**config.mk**
```make
export PLATFORM = sky130hd
export DESIGN_NAME = mem_access_unit
export DESIGN_NICKNAME = d
export VERILOG_FILES = /design/src/rtl/mem_pkg.sv /design/src/rtl/mem_load_align.sv /design/src/rtl/mem_access_unit.sv
export SDC_FILE = /design/constraint.sdc
export NUM_CORES = 1
export LEC_CHECK = 0
export CAP_MARGIN = 10
export CORE_UTILIZATION = 44
export DETAILED_ROUTE_END_ITERATION = 6
export DONT_BUFFER_PORTS = 1
export PLACE_DENSITY = 0.73
export SLEW_MARGIN = 20
export SYNTH_ARGS = -nofsm -noshare
export SYNTH_HDL_FRONTEND = slang
export SYNTH_HIERARCHICAL = 1
export SYNTH_SLANG_ARGS = --single-unit
```
**constraint.sdc**
```tcl
create_clock -name clk -period 2 [get_ports clk]
set_input_delay 0.4 -clock clk [delete_from_list [all_inputs] [get_ports clk]]
set_output_delay 0.4 -clock clk [all_outputs]
set_load 0.01 [all_outputs]
```
**src/rtl/mem_pkg.sv**
```systemverilog
// Shared constants for the memory access unit: func3 codes, FSM encoding,
// access sizes and base write strobes.
package mem_pkg;

    // Load/store access size and sign codes
    localparam logic [2:0] F3_LB  = 3'b000;
    localparam logic [2:0] F3_LH  = 3'b001;
    localparam logic [2:0] F3_LW  = 3'b010;
    localparam logic [2:0] F3_LD  = 3'b011;
    localparam logic [2:0] F3_LBU = 3'b100;
    localparam logic [2:0] F3_LHU = 3'b101;
    localparam logic [2:0] F3_LWU = 3'b110;
    localparam logic [2:0] F3_ILL = 3'b111;

    // Access FSM encoding
    typedef enum logic [1:0] {
        ST_IDLE = 2'd0,
        ST_WAIT = 2'd1,
        ST_DONE = 2'd2
    } mem_state_e;

    // Access sizes in bytes, indexed by func3[1:0]
    localparam logic [3:0] SIZE_B = 4'd1;
    localparam logic [3:0] SIZE_H = 4'd2;
    localparam logic [3:0] SIZE_W = 4'd4;
    localparam logic [3:0] SIZE_D = 4'd8;

    // Byte strobes for an access at lane 0
    localparam logic [7:0] STRB_B = 8'h01;
    localparam logic [7:0] STRB_H = 8'h03;
    localparam logic [7:0] STRB_W = 8'h0F;
    localparam logic [7:0] STRB_D = 8'hFF;

    // Base strobe for a given size code
    function automatic logic [7:0] size_strobe(input logic [1:0] sz);
        logic [7:0] s;
        case (sz)
            2'd0:    s = STRB_B;
            2'd1:    s = STRB_H;
            2'd2:    s = STRB_W;
            default: s = STRB_D;
        endcase
        return s;
    endfunction

    // Low address bits that must be zero for an aligned access (size - 1)
    function automatic logic [2:0] align_mask(input logic [1:0] sz);
        logic [3:0] n;
        case (sz)
            2'd0:    n = SIZE_B;
            2'd1:    n = SIZE_H;
            2'd2:    n = SIZE_W;
            default: n = SIZE_D;
        endcase
        return 3'(n - 4'd1);
    endfunction

endpackage

```
**src/rtl/mem_load_align.sv**
```systemverilog
// Load lane extraction: moves the addressed bytes of a 64-bit memory word
// down to bit 0 and sign- or zero-extends them according to func3.
module mem_load_align
    import mem_pkg::*;
(
    input  logic [63:0] rdata,
    input  logic [2:0]  offset,
    input  logic [2:0]  func3,
    output logic [63:0] result
);

    logic [63:0] shifted;

    // Shift the addressed lane down, then extend to 64 bits
    always_comb begin
        shifted = rdata >> {offset, 3'b000};
        case (func3)
            F3_LB:   result = {{56{shifted[7]}},  shifted[7:0]};
            F3_LH:   result = {{48{shifted[15]}}, shifted[15:0]};
            F3_LW:   result = {{32{shifted[31]}}, shifted[31:0]};
            F3_LBU:  result = {56'd0, shifted[7:0]};
            F3_LHU:  result = {48'd0, shifted[15:0]};
            F3_LWU:  result = {32'd0, shifted[31:0]};
            // LD, and the illegal code which never reaches a request
            default: result = shifted;
        endcase
    end

endmodule

```
**src/rtl/mem_access_unit.sv**
```systemverilog
// MEM-stage data memory access unit. Issues one request per load/store held in
// the EXE/MEM register, stalls the pipeline until the memory acknowledges, and
// registers the extended load result. Misaligned or illegal accesses raise a
// one-cycle error flag instead of a request.
//
// Memory handshake: dmem_req is held high with dmem_we/addr/wdata/wstrb stable
// from the cycle after issue until the first rising clock edge where dmem_ack
// is high; that edge completes the transfer and dmem_req drops on it. dmem_ack
// is ignored whenever no request is outstanding.
module mem_access_unit
    import mem_pkg::*;
(
    input  logic        clk,
    input  logic        rstn,
    input  logic [63:0] mr,
    input  logic [63:0] mqb,
    input  logic        mwmem,
    input  logic        mm2reg,
    input  logic [2:0]  mfunc3,
    output logic [63:0] mmo,
    output logic        stall,
    output logic        merr,
    output logic        dmem_req,
    output logic        dmem_we,
    output logic [63:0] dmem_addr,
    output logic [63:0] dmem_wdata,
    output logic [7:0]  dmem_wstrb,
    input  logic [63:0] dmem_rdata,
    input  logic        dmem_ack,
    output logic [1:0]  state_o      // FSM state for observation
);

    mem_state_e  state_q;
    logic        req_q;
    logic        we_q;
    logic [63:0] addr_q;
    logic [63:0] wdata_q;
    logic [7:0]  wstrb_q;
    logic [63:0] mmo_q;
    logic        merr_q;
    logic [2:0]  off_q;
    logic [2:0]  f3_q;

    logic        is_store;
    logic        is_load;
    logic        is_mem;
    logic        illegal;
    logic        misaligned;
    logic        acc_ok;
    logic        acc_bad;
    logic [7:0]  st_strb_d;
    logic [63:0] st_wdata_d;
    logic [63:0] load_result;

    // Decode the instruction in EXE/MEM: kind, legality, alignment, store lanes
    always_comb begin
        is_store   = mwmem;
        is_load    = mm2reg & ~mwmem;
        is_mem     = is_store | is_load;
        illegal    = (mfunc3 == F3_ILL) | (is_store & mfunc3[2]);
        misaligned = (mr[2:0] & align_mask(mfunc3[1:0])) != 3'b000;
        acc_ok     = is_mem & ~illegal & ~misaligned;
        acc_bad    = is_mem & (illegal | misaligned);
        st_strb_d  = size_strobe(mfunc3[1:0]) << mr[2:0];
        st_wdata_d = mqb << {mr[2:0], 3'b000};
    end

    mem_load_align u_load_align (
        .rdata  (dmem_rdata),
        .offset (off_q),
        .func3  (f3_q),
        .result (load_result)
    );

    // Access FSM: issue in IDLE, wait for ack, release the pipeline in DONE
    always_ff @(posedge clk or negedge rstn) begin
        if (!rstn) begin
            state_q <= ST_IDLE;
            req_q   <= 1'b0;
            we_q    <= 1'b0;
            addr_q  <= 64'd0;
            wdata_q <= 64'd0;
            wstrb_q <= 8'd0;
            mmo_q   <= 64'd0;
            merr_q  <= 1'b0;
            off_q   <= 3'd0;
            f3_q    <= 3'd0;
        end else begin
            merr_q <= 1'b0;
            case (state_q)
                ST_IDLE: begin
                    if (acc_ok) begin
                        req_q   <= 1'b1;
                        we_q    <= is_store;
                        addr_q  <= {mr[63:3], 3'b000};
                        wdata_q <= is_store ? st_wdata_d : 64'd0;
                        wstrb_q <= is_store ? st_strb_d : 8'd0;
                        off_q   <= mr[2:0];
                        f3_q    <= mfunc3;
                        state_q <= ST_WAIT;
                    end else if (acc_bad) begin
                        merr_q <= 1'b1;
                    end
                end
                ST_WAIT: begin
                    if (dmem_ack) begin
                        req_q   <= 1'b0;
                        if (!we_q) begin
                            mmo_q <= load_result;
                        end
                        state_q <= ST_DONE;
                    end
                end
                ST_DONE: begin
                    // The pipeline advances on this edge; never reissue
                    state_q <= ST_IDLE;
                end
                default: begin
                    state_q <= ST_IDLE;
                end
            endcase
        end
    end

    // Stall from the issuing IDLE cycle through the last WAIT cycle
    assign stall = rstn & (((state_q == ST_IDLE) & acc_ok) | (state_q == ST_WAIT));

    assign mmo        = mmo_q;
    assign merr       = merr_q;
    assign dmem_req   = req_q;
    assign dmem_we    = we_q;
    assign dmem_addr  = addr_q;
    assign dmem_wdata = wdata_q;
    assign dmem_wstrb = wstrb_q;
    assign state_o    = state_q;

endmodule

```
# Word level (Yosys, flattened, before mapping)
# Cells that the tools add are included.
# classes
add_sub_neg,1
n_eq_ne,11
shift,3
mux,14
n_bitwise,16
n_reduce_logical,9
# ops
operator,n
$pmux 64 s6,1
$mux 64,1
$shl 64x6->64,1
$shr 64x6->64,1
$pmux 8 s3,1
$eq 3x3->1 const B,4
$pmux 3 s3,1
$mux 8,1
$shl 8x3->8,1
$and 1x1->1,7
$reduce_and 3->1,2
$mux 1,5
$eq 2x1->1 const B,2
$logic_not 2->1,2
$mux 2,2
$ne 2x2->1 const B,2
$not 1->1,4
$or 1x1->1,4
$pmux 2 s2,1
$reduce_and 2->1,2
$and 3x3->3,1
$eq 3x1->1 const B,1
$eq 3x2->1 const B,1
$logic_not 3->1,1
5 further kinds,5
# totals
reg_bits,208
elab_cells,64

# Longest topological paths before layout
# logic_depth
word_depth,10
ltp_mapped,8
ltp_nobuf,5

# Hierarchy
# The synthesis kept the hierarchy.
# modules_own_cells
module,instances,cells_per_inst,area_each_um2,seq_area_each_um2
mem_access_unit,1,743,9604.2,5205.0
mem_load_align,1,293,2338.5,0.0

# Worst setup path after synthesis
# No wires, ideal clock.
# synth_path
path_kind,register to register
startpoint,reg off_q[1]
endpoint,reg mmo_q[16] (netlist: mmo[16])
arrival_time_ns,2.011
t_required_ns,1.936
slack_ns,-0.075
path_stages_with_launch,9
synth_period_minus_slack_ns,2.075
cell_sequence,dfrtp_1 -> buf_6 -> mux2i_1 -> mux4_2 -> or4_4 -> buf_6 -> buf_6 -> nand3_1 -> mux2_2
# synth_via
elab_chain_cells,2
# synth_rtl
item,line_no,source
"start, declared",mem_access_unit.sv:41,logic [2:0] off_q;
"start signal, assigned",mem_access_unit.sv:98,off_q <= mr[2:0];
$shr 64x6->64,mem_load_align.sv:16,"shifted = rdata >> {offset, 3'b000};"
$pmux 64 s6,mem_load_align.sv:17,case (func3)
net load_result[16],mem_access_unit.sv:53,logic [63:0] load_result;
"end signal, assigned",mem_access_unit.sv:109,mmo_q <= load_result;
"end, declared",mem_access_unit.sv:39,logic [63:0] mmo_q;
# The timed path passes the listed nets, and every way through them passes these cells.
# A chain may end at the register's enable or synchronous reset.

# Worst setup path after layout
# layout_path
startpoint,reg off_q[1]
endpoint,reg mmo_q[48] (netlist: mmo[48])
# Same word-level chain as after synthesis.

==> flow_summary_export.csv <==
group,metric,value,unit
pwr,cellLeakagePower,6.29,nW
layout,nFillCells,2266,
critical_path,worstRegToRegCells,6,
pwr,powerDensity,1280,nW/um2
critical_path,r2r_slack,-0.20,ns
synth,synthAdderAreaFrac,0,%
grt,antenna_found_initial,1,
grt,grt-ovfl-total,0,
synth,syn-cell-area,11900,um2
timing,period_share,110,%
timing,rsz0062_at_grt,"yes",
synth,synthSimpleGateAreaFrac,9.18,%
pwr,vdd_drop_max,0.956,mV
floorplan,rows,59,
clock_tree,holdBufCountCts,56,
clock_tree,cts_tree,"yes",
route,drtIter0Drc,899,
layout,regArea,5210,um2
flow_run,drv_cap,0,
clock_tree,cts_max_path_buffers,3,
layout,stdcell_count,1451,
critical_path,cp_top_family,"multiplexers",
critical_path,reg2reg_to,"mmo[48]$_DFFE_PN0P_",
synth,avgSynthCellArea,11.5,um2
clock_tree,htree_levels,1,
placed_design,dp_hpwl,28900,um
grt,grt_pass1_vias,9735,
route,ant_nets,0,
critical_path,cp.required,2.47,ns
pwr,power,0.0180,W
synth,synth-seq-cells,208,
route,avgRoutedWirePerCell,27.9,um
layout,nets,1299,
grt,grt_usage,28.4,%
timing,hold_ws,-0.425,ns
critical_path,crit_chain,"mux2i_1, mux4_2, or4_4, buf_12, o2111ai_1, mux2_4",
grt,grt_start_max_net_pins,210,
floorplan,die_area,27800,um2
worst_hold_path,min_path_type,"primary input to asynchronous set/reset pin",
layout,syn2layout_area_growth,17.5,%
placed_design,place.gp.congestion,0.945,
pwr,p_sw,0.00655,W
clock_tree,insertion_delay,0.53,ns
run_status,status,"complete, but fails checks",
layout,drive_gt1_share,28.6,%
critical_path,reg2reg_from,"off_q[1]$_DFFE_PN0P_",
timing,setup_viol,57,
critical_path,critPathMaxFanout,28,
timing,fmax,455,MHz
layout,multiInputGateArea,6210,um2
synth,ys_warn_count,6,
grt,grt_pass1_wl,60600,um
floorplan,die_w,167,um
critical_path,crit_cells,6,
synth,netlist_instances,1036,
floorplan,io_pins,406,
floorplan,start_util,45.3,%
timing,worst_slack,-0.200,ns
timing,hold_viol,208,
route,vias,9445,
clock_tree,path_clk_slew,0.06,ns
placed_design,dp_cells,1344,
clock_tree,cts_sinks,208,
pwr,seq_power_share,42.6,%
timing,skew,0.0172,ns
floorplan,core_area,26400,um2
floorplan,die_h,167,um
clock_tree,cts_buffers,23,
clock_tree,cts-root-buf,"clkbuf_16",
route,first_pass_iters,6,
synth,synth_top_family_by_area,"multiplexers",
synth,synth_mux_area_share,29.9,%
synth,yosys.cell_types.count,62,
pwr,p_clk_share,23.8,%
critical_path,start_kind,"flip-flop",
timing,maxSlewViolCount,0,
synth,yosysSeqAreaShare,43.6,%
synth,synthFlopType,"dfrtp_1",
pwr,power_frac_comb,33.7,%
timing,min_period,2.20,ns
synth,async_reset_ff_share,100,%
route,routed_wl,40500,um
placed_design,io_buffers,0,
pwr,intPower,0.0114,W
route,vias_per_cell,6.51,
synth,synth_edf_count,0,
critical_path,arrival,2.67,ns
pwr,switching_share,36.4,%
critical_path,max_stage_delay,0.50,ns
route,drc,0,
critical_path,cp_num_buf_inv,1,
critical_path,crit_type,"flip-flop to flip-flop",
synth,synth_compound_area_share,12.2,%
timing,max_slew_margin,42.6,%
timing,tightest_slew,0.859,ns
synth,synthXorXnorAreaFrac,0,%
critical_path,end_kind,"flip-flop",
run_status,violations,"hold timing, setup timing",
critical_path,crit_slowest_cell,"mux4_2",
-- metrics by stage --
| step | setup WS [ns] | hold slack [ns] | util [%] | area (um2) | TNS (ns) |
|---|---|---|---|---|---|
| 2_1_floorplan | -0.0751 | 0.104 | - | 12000 | -2.96 |
| 6_report | -0.200 | -0.425 | 53.3 | 14000 | -6.89 |
| 5_1_grt | -0.265 | -0.444 | 53.3 | 14000 | -10.51 |
| 3_3_place_gp | -0.103 | 0.120 | 47.6 | 12500 | -3.14 |
| 3_5_place_dp | -0.176 | 0.119 | 47.6 | 12500 | -5.77 |
| 4_1_cts | -0.171 | -0.453 | 53.1 | 14000 | -6.00 |
-- logic make-up after synthesis --
kind of cell / after synthesis
AO/OA/AOI/OAI: 208
other: 1
multiplexers: 299
AND/OR/NAND/NOR: 210
buffers and inverters: 110
flip-flops: 208
-- power groups by stage --
stage / Clock, W / Combinational [W] / Sequential (W)
after floorplan: 0 / 0.00433 / 0.00706
after global placement: 0 / 0.00549 / 0.00770
after detailed placement: 0 / 0.00563 / 0.00771
after CTS: 0.00435 / 0.00593 / 0.00765
after global routing: 0.00449 / 0.00649 / 0.00780
final: 0.00428 / 0.00606 / 0.00766
-- flip-flops by register name, indices dropped and copies added, names as in the netlist --
register    count
state_o         2
dmem_we         1
f3_q            3
dmem_req        1
mmo            64
dmem_wdata     64
dmem_wstrb      8
dmem_addr      61
merr            1
off_q           3
-- area by class of cell --
class,instances,share of cell area (%)
multi-input cells,720,44.2
repair buffers,139,10.1
clock buffers,36,4.88
flip-flops and latches,208,37.1
diodes,1,0.0178
inverters,7,0.187
well taps,335,2.99
clock inverters,5,0.499
-- cell usage in the layout, fill, tap and decap left out, drive strengths merged, types with 3 or more instances in the layout --
| cell type | Yosys | layout |
|---|---|---|
| dfrtp | 208 | 208 |
| mux2 | 148 | 148 |
| mux2i | 120 | 120 |
| nand2 | 88 | 88 |
| buf | 70 | 82 |
| o21ai | 79 | 79 |
| dlygate4sd3 | 0 | 56 |
| clkbuf | 33 | 36 |
| mux4 | 31 | 31 |
| nand4 | 30 | 30 |
| o31ai | 20 | 20 |
| nor2 | 17 | 17 |
| nand3 | 17 | 17 |
| o2bb2ai | 16 | 16 |
| nor2b | 13 | 13 |
| a21oi | 11 | 11 |
| a22o | 10 | 10 |
| or2 | 9 | 9 |
| and3 | 9 | 9 |
| a32o | 9 | 9 |
| a22oi | 9 | 9 |
| nand2b | 9 | 9 |
| o22ai | 8 | 8 |
| a222oi | 8 | 8 |
| o221ai | 8 | 8 |
| a2bb2oi | 7 | 7 |
| inv | 6 | 7 |
| and2 | 6 | 6 |
| o2111ai | 5 | 5 |
| nor3 | 4 | 4 |
| nand3b | 3 | 3 |
| o21a | 3 | 3 |
| conb | 1 | 3 |
| o211ai | 3 | 3 |
-- routing by layer --
metal	GRT usage, %	wire length (um)	vias up
met3	10.3	4860	103
met2	50.6	20500	605
li1	-	-	4024
met1	31.0	13800	4713
met5	0	0	-
met4	9.70	1370	0
-- Yosys cell counts (10+ instances only) --
cell type / count / share of area (%)
nor2b_1: 13 / 0.68
o21ai_0: 75 / 3.1
clkbuf_1: 32 / 1.0
nand3_1: 13 / 0.54
nor2_1: 15 / 0.47
buf_6: 13 / 1.2
mux2_2: 139 / 13
mux2i_1: 120 / 10
dfrtp_1: 208 / 44
o31ai_1: 20 / 1.3
a21oi_1: 11 / 0.46
nand4_1: 30 / 1.6
buf_2: 38 / 1.6
nand2_1: 88 / 2.8
a22o_1: 10 / 0.73
o2bb2ai_1: 16 / 1.2
mux4_2: 31 / 5.8
buf_4: 14 / 0.88
-- what timing repair did --
action                                  4_1_cts  5_1_grt
endpoints found under the setup margin       57       59
gates resized for setup                      17        8
endpoints found under the hold margin       264      208
buffers inserted                              7        1
cloned                                        1        0
pin swaps                                     0        0
-- worst max path at each step --
stage                              start                  end  slack, ns
floorplan           off_q[1]$_DFFE_PN0P_  mmo[16]$_DFFE_PN0P_      -0.08
global placement    off_q[1]$_DFFE_PN0P_   mmo[9]$_DFFE_PN0P_      -0.10
detailed placement  off_q[1]$_DFFE_PN0P_  mmo[52]$_DFFE_PN0P_      -0.18
CTS                 off_q[1]$_DFFE_PN0P_  mmo[50]$_DFFE_PN0P_      -0.17
global route        off_q[1]$_DFFE_PN0P_  mmo[48]$_DFFE_PN0P_      -0.26
finish              off_q[1]$_DFFE_PN0P_  mmo[48]$_DFFE_PN0P_      -0.20
(Power assumes the default switching activity.)
